<file path="src/rtl/sim_controller_pkg.sv">
// sim_ctrl_pkg: state encoding and width helper shared by the controller and its bench
package sim_ctrl_pkg;
  typedef enum logic [1:0] {
    ST_IDLE   = 2'd0,
    ST_RUN    = 2'd1,
    ST_PAUSED = 2'd2,
    ST_DONE   = 2'd3
  } state_t;
  function automatic int phase_width(input int n);
    return n > 1 ? $clog2(n) : 1;
  endfunction
endpackage

</file>
<file path="src/rtl/sim_controller_if.sv">
// sim_controller_if: run-control inputs and status outputs of the simulated-clock controller
interface sim_controller_if
  import sim_ctrl_pkg::*;
#(
  parameter int CYCLE_WIDTH = 5,
  parameter int NUM_PHASES  = 4
);
  localparam int PHASE_WIDTH = phase_width(NUM_PHASES);
  logic                   start;
  logic                   pause;
  logic                   step;
  logic [CYCLE_WIDTH-1:0] max_cycle;
  state_t                 state;
  logic [PHASE_WIDTH-1:0] phase;
  logic [CYCLE_WIDTH-1:0] current_cycle;
  logic                   cycle_tick;
  logic                   done;
  modport master (
    output start, pause, step, max_cycle,
    input  state, phase, current_cycle, cycle_tick, done
  );
  modport slave (
    input  start, pause, step, max_cycle,
    output state, phase, current_cycle, cycle_tick, done
  );
endinterface

</file>
<file path="src/rtl/sim_controller_phase_counter.sv">
// sim_phase_counter: sub-phase counter that rolls over into a completed-cycle count
module sim_phase_counter
  import sim_ctrl_pkg::*;
#(
  parameter int NUM_PHASES  = 4,
  parameter int CYCLE_WIDTH = 5,
  localparam int PHASE_WIDTH = phase_width(NUM_PHASES)
) (
  input  logic                   clk,
  input  logic                   reset,
  input  logic                   clear,
  input  logic                   enable,
  output logic [PHASE_WIDTH-1:0] phase,
  output logic [CYCLE_WIDTH-1:0] current_cycle,
  output logic                   boundary
);
  assign boundary = enable && phase == PHASE_WIDTH'(NUM_PHASES - 1);
  // advance one sub-phase per enabled clock, wrapping into the next cycle at the last phase
  always_ff @(posedge clk) begin
    if (reset || clear) begin
      phase         <= '0;
      current_cycle <= '0;
    end else if (enable) begin
      phase         <= boundary ? '0 : phase + PHASE_WIDTH'(1);
      current_cycle <= current_cycle + CYCLE_WIDTH'(boundary);
    end
  end
endmodule

</file>
<file path="src/rtl/sim_controller.sv">
// sim_controller: run/pause/step FSM sequencing a multi-phase simulated clock up to a latched run length
module sim_controller
  import sim_ctrl_pkg::*;
#(
  parameter int CYCLE_WIDTH = 5,
  parameter int NUM_PHASES  = 4
) (
  input logic              clk,
  input logic              reset,
  sim_controller_if.slave  bus
);
  localparam int PHASE_WIDTH = phase_width(NUM_PHASES);
  logic [CYCLE_WIDTH-1:0] max_q;
  logic                   step_pending;
  logic                   fin;
  logic                   go;
  logic                   enable;
  logic                   boundary;
  // fin: the next boundary completes the run, so it must happen even under pause
  assign fin    = bus.phase == PHASE_WIDTH'(NUM_PHASES - 1) && bus.current_cycle + CYCLE_WIDTH'(1) == max_q;
  assign go     = bus.start && (bus.state == ST_IDLE || bus.state == ST_DONE);
  assign enable = bus.state == ST_RUN && (!bus.pause || fin);
  sim_phase_counter #(
    .NUM_PHASES (NUM_PHASES),
    .CYCLE_WIDTH(CYCLE_WIDTH)
  ) u_cnt (
    .clk          (clk),
    .reset        (reset),
    .clear        (go),
    .enable       (enable),
    .phase        (bus.phase),
    .current_cycle(bus.current_cycle),
    .boundary     (boundary)
  );
  // control FSM with run-length latch, single-step tracking and registered tick/done
  always_ff @(posedge clk) begin
    if (reset) begin
      bus.state      <= ST_IDLE;
      bus.done       <= 1'b0;
      bus.cycle_tick <= 1'b0;
      step_pending   <= 1'b0;
      max_q          <= '0;
    end else begin
      bus.cycle_tick <= boundary;
      if (go) begin
        max_q        <= bus.max_cycle;
        bus.state    <= bus.max_cycle == '0 ? ST_DONE : ST_RUN;
        bus.done     <= bus.max_cycle == '0;
        step_pending <= 1'b0;
      end else if (bus.state == ST_RUN) begin
        if (boundary && fin) begin
          bus.state    <= ST_DONE;
          bus.done     <= 1'b1;
          step_pending <= 1'b0;
        end else if (bus.pause || (boundary && step_pending)) begin
          bus.state    <= ST_PAUSED;
          step_pending <= 1'b0;
        end
      end else if (bus.state == ST_PAUSED && (bus.start || bus.step)) begin
        bus.state    <= ST_RUN;
        step_pending <= !bus.start;
      end
    end
  end
endmodule

</file>
<file path="src/flat_wrapper.sv">
// flat-port wrapper written by rule: the top's interface ports become plain ports
module sim_controller_flat import sim_ctrl_pkg::*;
#(
  parameter int CYCLE_WIDTH = 5,
  parameter int NUM_PHASES  = 4
)
  (clk, reset, bus_start, bus_pause, bus_step, bus_max_cycle, bus_state, bus_phase, bus_current_cycle, bus_cycle_tick, bus_done);
  sim_controller_if #(.CYCLE_WIDTH(CYCLE_WIDTH), .NUM_PHASES(NUM_PHASES)) bus_i ();
  input logic clk;
  input logic reset;
  input wire logic [$bits(bus_i.start)-1:0] bus_start;
  input wire logic [$bits(bus_i.pause)-1:0] bus_pause;
  input wire logic [$bits(bus_i.step)-1:0] bus_step;
  input wire logic [$bits(bus_i.max_cycle)-1:0] bus_max_cycle;
  output wire logic [$bits(bus_i.state)-1:0] bus_state;
  output wire logic [$bits(bus_i.phase)-1:0] bus_phase;
  output wire logic [$bits(bus_i.current_cycle)-1:0] bus_current_cycle;
  output wire logic [$bits(bus_i.cycle_tick)-1:0] bus_cycle_tick;
  output wire logic [$bits(bus_i.done)-1:0] bus_done;
  assign bus_i.start = bus_start;
  assign bus_i.pause = bus_pause;
  assign bus_i.step = bus_step;
  assign bus_i.max_cycle = bus_max_cycle;
  assign bus_state = bus_i.state;
  assign bus_phase = bus_i.phase;
  assign bus_current_cycle = bus_i.current_cycle;
  assign bus_cycle_tick = bus_i.cycle_tick;
  assign bus_done = bus_i.done;
  sim_controller #(.CYCLE_WIDTH(CYCLE_WIDTH), .NUM_PHASES(NUM_PHASES)) u_core (.clk(clk), .reset(reset), .bus(bus_i));
endmodule
</file>
<file path="config.mk">
export PLATFORM = sky130hd
export DESIGN_NAME = sim_controller_flat
export DESIGN_NICKNAME = d
export VERILOG_FILES = /design/src/rtl/sim_controller_pkg.sv /design/src/rtl/sim_controller_if.sv /design/src/rtl/sim_controller_phase_counter.sv /design/src/rtl/sim_controller.sv /design/src/flat_wrapper.sv
export SDC_FILE = /design/constraint.sdc
export NUM_CORES = 1
export LEC_CHECK = 0
export CAP_MARGIN = 20
export CELL_PAD_IN_SITES_DETAIL_PLACEMENT = 0
export CELL_PAD_IN_SITES_GLOBAL_PLACEMENT = 2
export CORE_UTILIZATION = 25
export CTS_CLUSTER_DIAMETER = 60
export CTS_CLUSTER_SIZE = 14
export DETAILED_ROUTE_END_ITERATION = 10
export PLACE_DENSITY = 0.76
export RECOVER_POWER = 100
export SLEW_MARGIN = 20
export SYNTH_ARGS = -nofsm -noshare
export SYNTH_HDL_FRONTEND = slang
export SYNTH_SLANG_ARGS = --single-unit
</file>
<file path="constraint.sdc">
create_clock -name clk -period 3.65 [get_ports clk]
set_input_delay 0.5475 -clock clk [delete_from_list [all_inputs] [get_ports clk]]
set_output_delay 0.5475 -clock clk [all_outputs]
set_load 0.02 [all_outputs]
</file>
==> metrics.md, run 1 <==
| Metric | Value |
|---|---|
| Slew @ Worst Pin | 0.785 ns |
| Final Wtd Congestion | 0.783 |
| Relative slew slack | 47.2% |
| H-tree level count | 1 |
| Cts hold-fix bufs | 0 |
| # diodes | 0 |
| Post-synth top area share | 32.9% |
| Number of synthesized flops with an enable pin | 0 |
| Status | finished, final reports clean |
| Cell with the most instances after synthesis | nand2_1 |
| Unique cell type count in the Yosys netlist | 39 |
| Antenna violations before repair | 0 |
| Final worst slack | 0.625 ns |
| Crit path kind | reg -> reg |
| Setup bufs post-CTS | 0 |
| Max IR drop VDD | 0.000296 V |
| Total track usage | 13.3% |
| Max Root-Sink Buffers | 2 |
| CTS buffer count | 3 |
| Mapped Area | 1040 um2 |
| Share of layout cells above drive strength 1 | 4.83% |
| RSZ-0062 raised after global routing | false |
| Die Y | 66.4 um |
| Number of global-route vias before repair | 945 |
| # clock sinks | 17 |
| # fillers | 406 |
| Synth Net Count | 142 |
| Arrival time worst endpoint | 3.21 ns |
| Syn Inst Count | 125 |
| Row Count | 23 |
| CTS tree | yes |
| Seq/Total Area, Yosys | 32.9% |
| Core ar. | 4000 um2 |
| Met3 wire len | 76 um |
| Setup Slack @ Placement | 0.767 ns |
| Crit. End Element | flip-flop |
| Final Max Slew Viols | 0 |
| Min-delay src | u_core.u_cnt.phase[1] |
| Fin crit share | 82.9% |
| Root Driver | clkbuf_8 |
| Predominant post-synthesis flop cell | dfxtp_1 |
| Leakage | 0.514 nW |
| Hold path endpoint | u_core.u_cnt.phase[1] |
| Routed WL | 2.49 mm |
| DP Wirelength | 1.97 mm |
| Reg2Reg Depth | 11 |
| CP Max Fanout | 6 |
| Setup slack, reg-to-reg | 0.62 ns |
| Die ar. | 4410 um2 |
| Via density | 4.90 |
| Yosys Warn Count | 0 |
| CP required | 3.83 ns |
| Max Cap Violations | 0 |
| Net count, final | 163 |
| Metal-1 WL | 1.17 mm |
| Largest net degree at the start of global routing | 15 |
| Mean Syn Cell Area | 8.29 um2 |
| Met2 routed WL | 1.22 mm |
| Starting DRC count in detailed routing | 15 |
| Congestion Overflow GR | 0 |
| Post_cts resized | 0 |
| Die width | 66.4 um |
| Max Clock Freq | 331 MHz |
| DR pass1 iterations | 4 |
| Initial cell density of the core | 25.9% |
| Hold Path Class | reg -> reg |
| Final Hold Fails | 0 |
| DR WL/cell | 12.8 um |
| Final Setup Violations | 0 |
| Area Growth Syn to Fin | 26.4% |
| Reg2reg end | u_core.u_cnt.current_cycle[4] |
| Clock Pin Slew Worst Setup and Hold Paths | 0.06 ns |
| Clock Skew | 0.00519 ns |
| Startpoint types | flip-flop |
| #FFs+latches synth | 17 |
| Most frequent cells after synthesis | 20 x nand2_1, 17 x dfxtp_1, 15 x a21oi_1, 8 x nor2_1, 7 x ha_1 |
| Final Critical Period | 3.03 ns |
| Reg-to-Reg Start | u_core.u_cnt.current_cycle[0] |
| Vias after detailed routing | 955 |
| I/O Buffers | 20 |
| Hold Path Stages | 2 |
| First-pass GRT wire length | 4.35 mm |
| Cell taking the most area after synthesis | dfxtp_1 |
| ANT nets after route | 0 |
| Max layer used | met4 |
| I/O Pins | 21 |
| Latest clock arrival within the worst-skew pair | 0.25 ns |
| # DRC | 0 |
| Asr flop ratio synth | 0% |
| Cell Pwr Density | 545 nW/um2 |
| Synth area leaders | dfxtp_1 33%, ha_1 8.5%, a21oi_1 7.2% |
| Setup TNS | 0 ns |
metrics by stage:
step / utilization (%) / instance area, um2 / power (mW) / std cells / hold slack [ns]
after floorplan: - / 1040 / 0.491 / 125 / 0.448
after global placement: 31.9 / 1270 / 0.586 / 191 / 0.463
after detailed placement: 31.9 / 1270 / 0.585 / 191 / 0.467
after CTS: 33.0 / 1320 / 0.732 / 195 / 0.482
after global routing: 32.7 / 1310 / 0.778 / 195 / 0.499
final: 32.7 / 1310 / 0.714 / 195 / 0.476
layout make-up:
type / count / area (um2) / share of cell area (%)
multi-input combinational: 98 / 639 / 48.8
sequential: 17 / 340 / 26.0
timing repair buffer: 20 / 200 / 15.3
tap: 50 / 62.6 / 4.78
clock buffer: 4 / 45.0 / 3.44
inverter: 6 / 22.5 / 1.72
layer usage:
metal | vias up | track usage [%]
li1 | 492 | -
met4 | 0 | 6.38
met1 | 443 | 15.9
met3 | 2 | 2.59
met2 | 18 | 22.6
met5 | - | 0
worst max path at each step:
stage               slack, ns                             to                           from
finish                   0.62  u_core.u_cnt.current_cycle[4]  u_core.u_cnt.current_cycle[0]
global route             0.26  u_core.u_cnt.current_cycle[4]  u_core.u_cnt.current_cycle[0]
CTS                      0.75  u_core.u_cnt.current_cycle[4]  u_core.u_cnt.current_cycle[0]
detailed placement       0.77  u_core.u_cnt.current_cycle[4]  u_core.u_cnt.current_cycle[0]
global placement         0.88  u_core.u_cnt.current_cycle[4]  u_core.u_cnt.current_cycle[0]
floorplan                0.94  u_core.u_cnt.current_cycle[4]  u_core.u_cnt.current_cycle[0]
critical path: stages (launching register included):
cell and delay [ns]:
dfxtp_1 0.37, ha_1 0.28, o21ba_1 0.19, a221oi_1 0.47, o211ai_1 0.27, and2_1 0.25
nor2_1 0.10, ha_1 0.18, ha_1 0.16, nand4_1 0.11, or4_1 0.42, a21oi_1 0.15
cell families (layout without fill, tap and decap cells):
group                    Yosys count  after routing  synth area share, %
AO/OA/AOI/OAI                     33             33                 22.6
XOR/XNOR                           6              6                 5.07
adder cells (fa/ha/maj)            7              7                 8.45
buffers and inverters             10             30                 4.47
flip-flops                        17             17                 32.9
multiplexers                       4              4                 3.86
AND/OR/NAND/NOR                   48             48                 22.7
state kept, by name, indices dropped and copies added (netlist names):
name	cells
u_core.u_cnt.current_cycle	5
u_core.step_pending	1
u_core.max_q	5
u_core.bus.done	1
u_core.u_cnt.phase	2
u_core.bus.state	2
u_core.bus.cycle_tick	1
placed cells by master, fill, tap and decap left out, types with 2 or more instances in the layout:
master            n
o31ai_1           3
clkdlybuf4s50_1   8
nor3_1            4
xnor2_1           4
xor2_1            2
nor2_1            8
a31oi_1           2
nand4_1           2
nand2_1          20
a21oi_1          15
nand2b_1          3
inv_1             6
ha_1              7
mux2i_1           4
dlygate4sd3_1    12
dfxtp_1          17
clkbuf_8          3
a31o_2            2
or4_1             2
power breakdown:
| part | switching, mW | internal, mW | total [mW] | leakage, nW |
|---|---|---|---|---|
| clock | 0.0651 | 0.0775 | 0.143 | 0.0228 |
| combinational | 0.194 | 0.139 | 0.332 | 0.353 |
| sequential | 0.0236 | 0.215 | 0.239 | 0.138 |
(Power assumes the default switching activity.)
==> run 2: changes to the inputs <==
- PLACE_DENSITY: 0.76 -> 0.79
- clock period: 3.65 -> 2.51 ns (I/O delays scaled with it)
==> run 2 against run 1 <==
The flow now finishes with violations (setup timing). Hold slack lost 0.0064 ns. Design area grew 14%. Non-clock buffer count rose by 12. Combinational power grew 60%. Clock power is 47% higher.
==> metrics.md, run 2 (synthesized netlist as in run 1, its figures left out) <==
| Metric | Value |
|---|---|
| Status | finished, violations left (was finished, final reports clean) |
| Failing checks | setup timing |
| Relative slew slack | 65.8% (was 47.2%) |
| Initial cell density of the core | 25.9% (unchanged) |
| Die ar. | 4410 um2 (unchanged) |
| Final worst slack | -0.0350 ns (was 0.625 ns) |
| Antenna violations before repair | 0 (unchanged) |
| Net count, final | 175 (was 163) |
| CTS buffer count | 3 (unchanged) |
| Max IR drop VDD | 0.000417 V (was 0.000296 V) |
| Largest net degree at the start of global routing | 15 (unchanged) |
| Latest clock arrival within the worst-skew pair | 0.25 ns (about the same) |
| Placed insts | 201 (was 191) |
| Final Max Slew Viols | 0 (unchanged) |
| Crit path kind | reg -> reg (unchanged) |
| Switching Share | 39.2% (was 39.6%) |
| Crit. End Element | flip-flop (unchanged) |
| Tot Pwr | 1.09 mW (was 714 uW) |
| Net Switching | 427 uW (was 282 uW) |
| CTS tree | yes (unchanged) |
| Register area | 349 um2 (was 340 um2) |
| Final Setup Violations | 1 (was 0) |
| Clock Pin Slew Worst Setup and Hold Paths | 0.07 ns (was 0.06 ns) |
| Number of global-route vias before repair | 975 (was 945) |
| RSZ-0062 raised after global routing | true (was false) |
| Final Critical Period | 2.55 ns (was 3.03 ns) |
| H-tree level count | 1 (unchanged) |
| Hold Path Class | reg -> reg (unchanged) |
| Fin crit share | 101% (was 82.9%) |
| Top Registers | u_core.max_q: 5 flops, u_core.u_cnt.current_cycle: 5 flops (unchanged) |
| Core ar. | 4000 um2 (unchanged) |
| Setup Slack @ Placement | -0.0223 ns (was 0.767 ns) |
| Clock power share | 19.3% (was 20.0%) |
| Via density | 4.85 (was 4.90) |
| Startpoint types | flip-flop (unchanged) |
| Die Y | 66.4 um (unchanged) |
| Comb pwr share | 48.7% (was 46.6%) |
| First-pass GRT wire length | 4.56 mm (was 4.35 mm) |
| I/O Pins | 21 (unchanged) |
| Area of the multi-input gates | 731 um2 (was 639 um2) |
| # clock sinks | 17 (unchanged) |
| DP Wirelength | 2.10 mm (was 1.97 mm) |
| Total track usage | 14.1% (was 13.3%) |
| Commonest non-fill, non-tap cell in the layout | nand2_1 (unchanged) |
| Arrival time worst endpoint | 2.74 ns (was 3.21 ns) |
| Congestion Overflow GR | 0 (unchanged) |
| DR WL/cell | 13.1 um (was 12.8 um) |
| CP Max Fanout | 5 (was 6) |
| Share of layout cells above drive strength 1 | 21.7% (was 4.83%) |
| Row Count | 23 (unchanged) |
| Max Clock Freq | 393 MHz (was 331 MHz) |
| Vias after detailed routing | 1003 (was 955) |
| DR pass1 iterations | 4 (unchanged) |
| Cell Pwr Density | 727 nW/um2 (was 545 nW/um2) |
| CP required | 2.71 ns (was 3.83 ns) |
| # fillers | 410 (was 406) |
| Leakage | 0.569 nW (was 0.514 nW) |
| Starting DRC count in detailed routing | 29 (was 15) |
| # diodes | 0 (unchanged) |
| Routed WL | 2.72 mm (was 2.49 mm) |
| Area Growth Syn to Fin | 44.6% (was 26.4%) |
| Most frequent cells in the layout | 20 x nand2_1, 14 x dfxtp_1, 13 x a21oi_1, 11 x buf_4 (was 20 x nand2_1, 17 x dfxtp_1, 15 x a21oi_1, 12 x dlygate4sd3_1) |
| Finished Layout Cells | 207 (was 195) |
| Die width | 66.4 um (unchanged) |
| Max Cap Violations | 0 (unchanged) |
| Int Power | 662 uW (was 431 uW) |
| ANT nets after route | 0 (unchanged) |
| Sequential share of power | 32.0% (was 33.4%) |
| Final Hold Fails | 0 (unchanged) |
| Max Root-Sink Buffers | 2 (unchanged) |
| Clock Skew | 0.00250 ns (was 0.00519 ns) |
| Final Wtd Congestion | 0.836 (was 0.783) |
| Root Driver | clkbuf_8 (unchanged) |
| Slew @ Worst Pin | 0.510 ns (was 0.785 ns) |
| I/O Buffers | 20 (unchanged) |
| # DRC | 0 (unchanged) |
## run 2: cell types whose count changed in the layout (fill, tap and decap cells not counted), moves of 2 or more
cell,change
dfxtp_1,-3
a21oi_1,-2
dlygate4sd3_1,-2
buf_4,+11
a21oi_2,+2
clkdlybuf4s50_1,+2
ha_1,-3
dfxtp_4,+2
ha_4,+3
## run 2: power groups by stage
| stage | logic, mW | clock network [mW] | registers [mW] |
|---|---|---|---|
| finish | 0.530 | 0.210 | 0.349 |
| global route | 0.604 | 0.235 | 0.357 |
| CTS | 0.541 | 0.218 | 0.350 |
| detailed placement | 0.538 | 0 | 0.357 |
| global placement | 0.538 | 0 | 0.354 |
| floorplan | 0.336 | 0 | 0.377 |
## run 2: cell type report
type / count / area share (%)
multi-input cells: 98 / 48.8
repair buffers: 32 / 19.1
clock buffers: 3 / 2.76
clock inverters: 1 / 0.334
inverters: 6 / 1.50
flip-flops and latches: 17 / 23.3
well taps: 50 / 4.18
## run 2: path summary, 6_finish.rpt
kind,cells after the start,start,to,slack (ns)
max,11,u_core.u_cnt.current_cycle[1],u_core.u_cnt.current_cycle[4],-0.04
min,2,u_core.max_q[1],u_core.max_q[1],0.47
max reg2reg,11,u_core.u_cnt.current_cycle[1],u_core.u_cnt.current_cycle[4],-0.04
min reg2reg,2,u_core.max_q[1],u_core.max_q[1],0.47
## run 2: per-stage QoR
stage               TNS [ns]  utilization (%)  instance area [um2]  hold slack [ns]
floorplan                  0                -                 1060            0.448
global placement           0             34.4                 1380            0.466
detailed placement   -0.0223             34.4                 1380            0.462
CTS                  -0.0437             35.6                 1420            0.472
global route          -0.187             37.4                 1500            0.495
finish               -0.0350             37.4                 1500            0.469
## run 2: worst max-delay path: stages, from the launching register on
cell	delay, ns
dfxtp_4	0.36
ha_4	0.17
o21ba_4	0.20
a221oi_4	0.31
o211ai_1	0.17
and2_4	0.21
nor2_4	0.10
ha_4	0.16
ha_4	0.12
nand4_1	0.11
or4_4	0.43
a21oi_2	0.14
## run 2: metal layers
| layer | up-vias | part of all wire [%] | GRT usage, % |
|---|---|---|---|
| met1 | 460 | 44 | 17.2 |
| met5 | - | 0 | 0 |
| li1 | 515 | - | - |
| met4 | 0 | 2.3 | 6.38 |
| met3 | 7 | 3.8 | 2.59 |
| met2 | 21 | 50 | 23.6 |
## run 2: timing repair
item	4_1_cts	5_1_grt
setup buffers	0	2
setup endpoints to repair	1	3
hold buffers	0	0
gates resized for setup	1	12
pin swaps	0	7
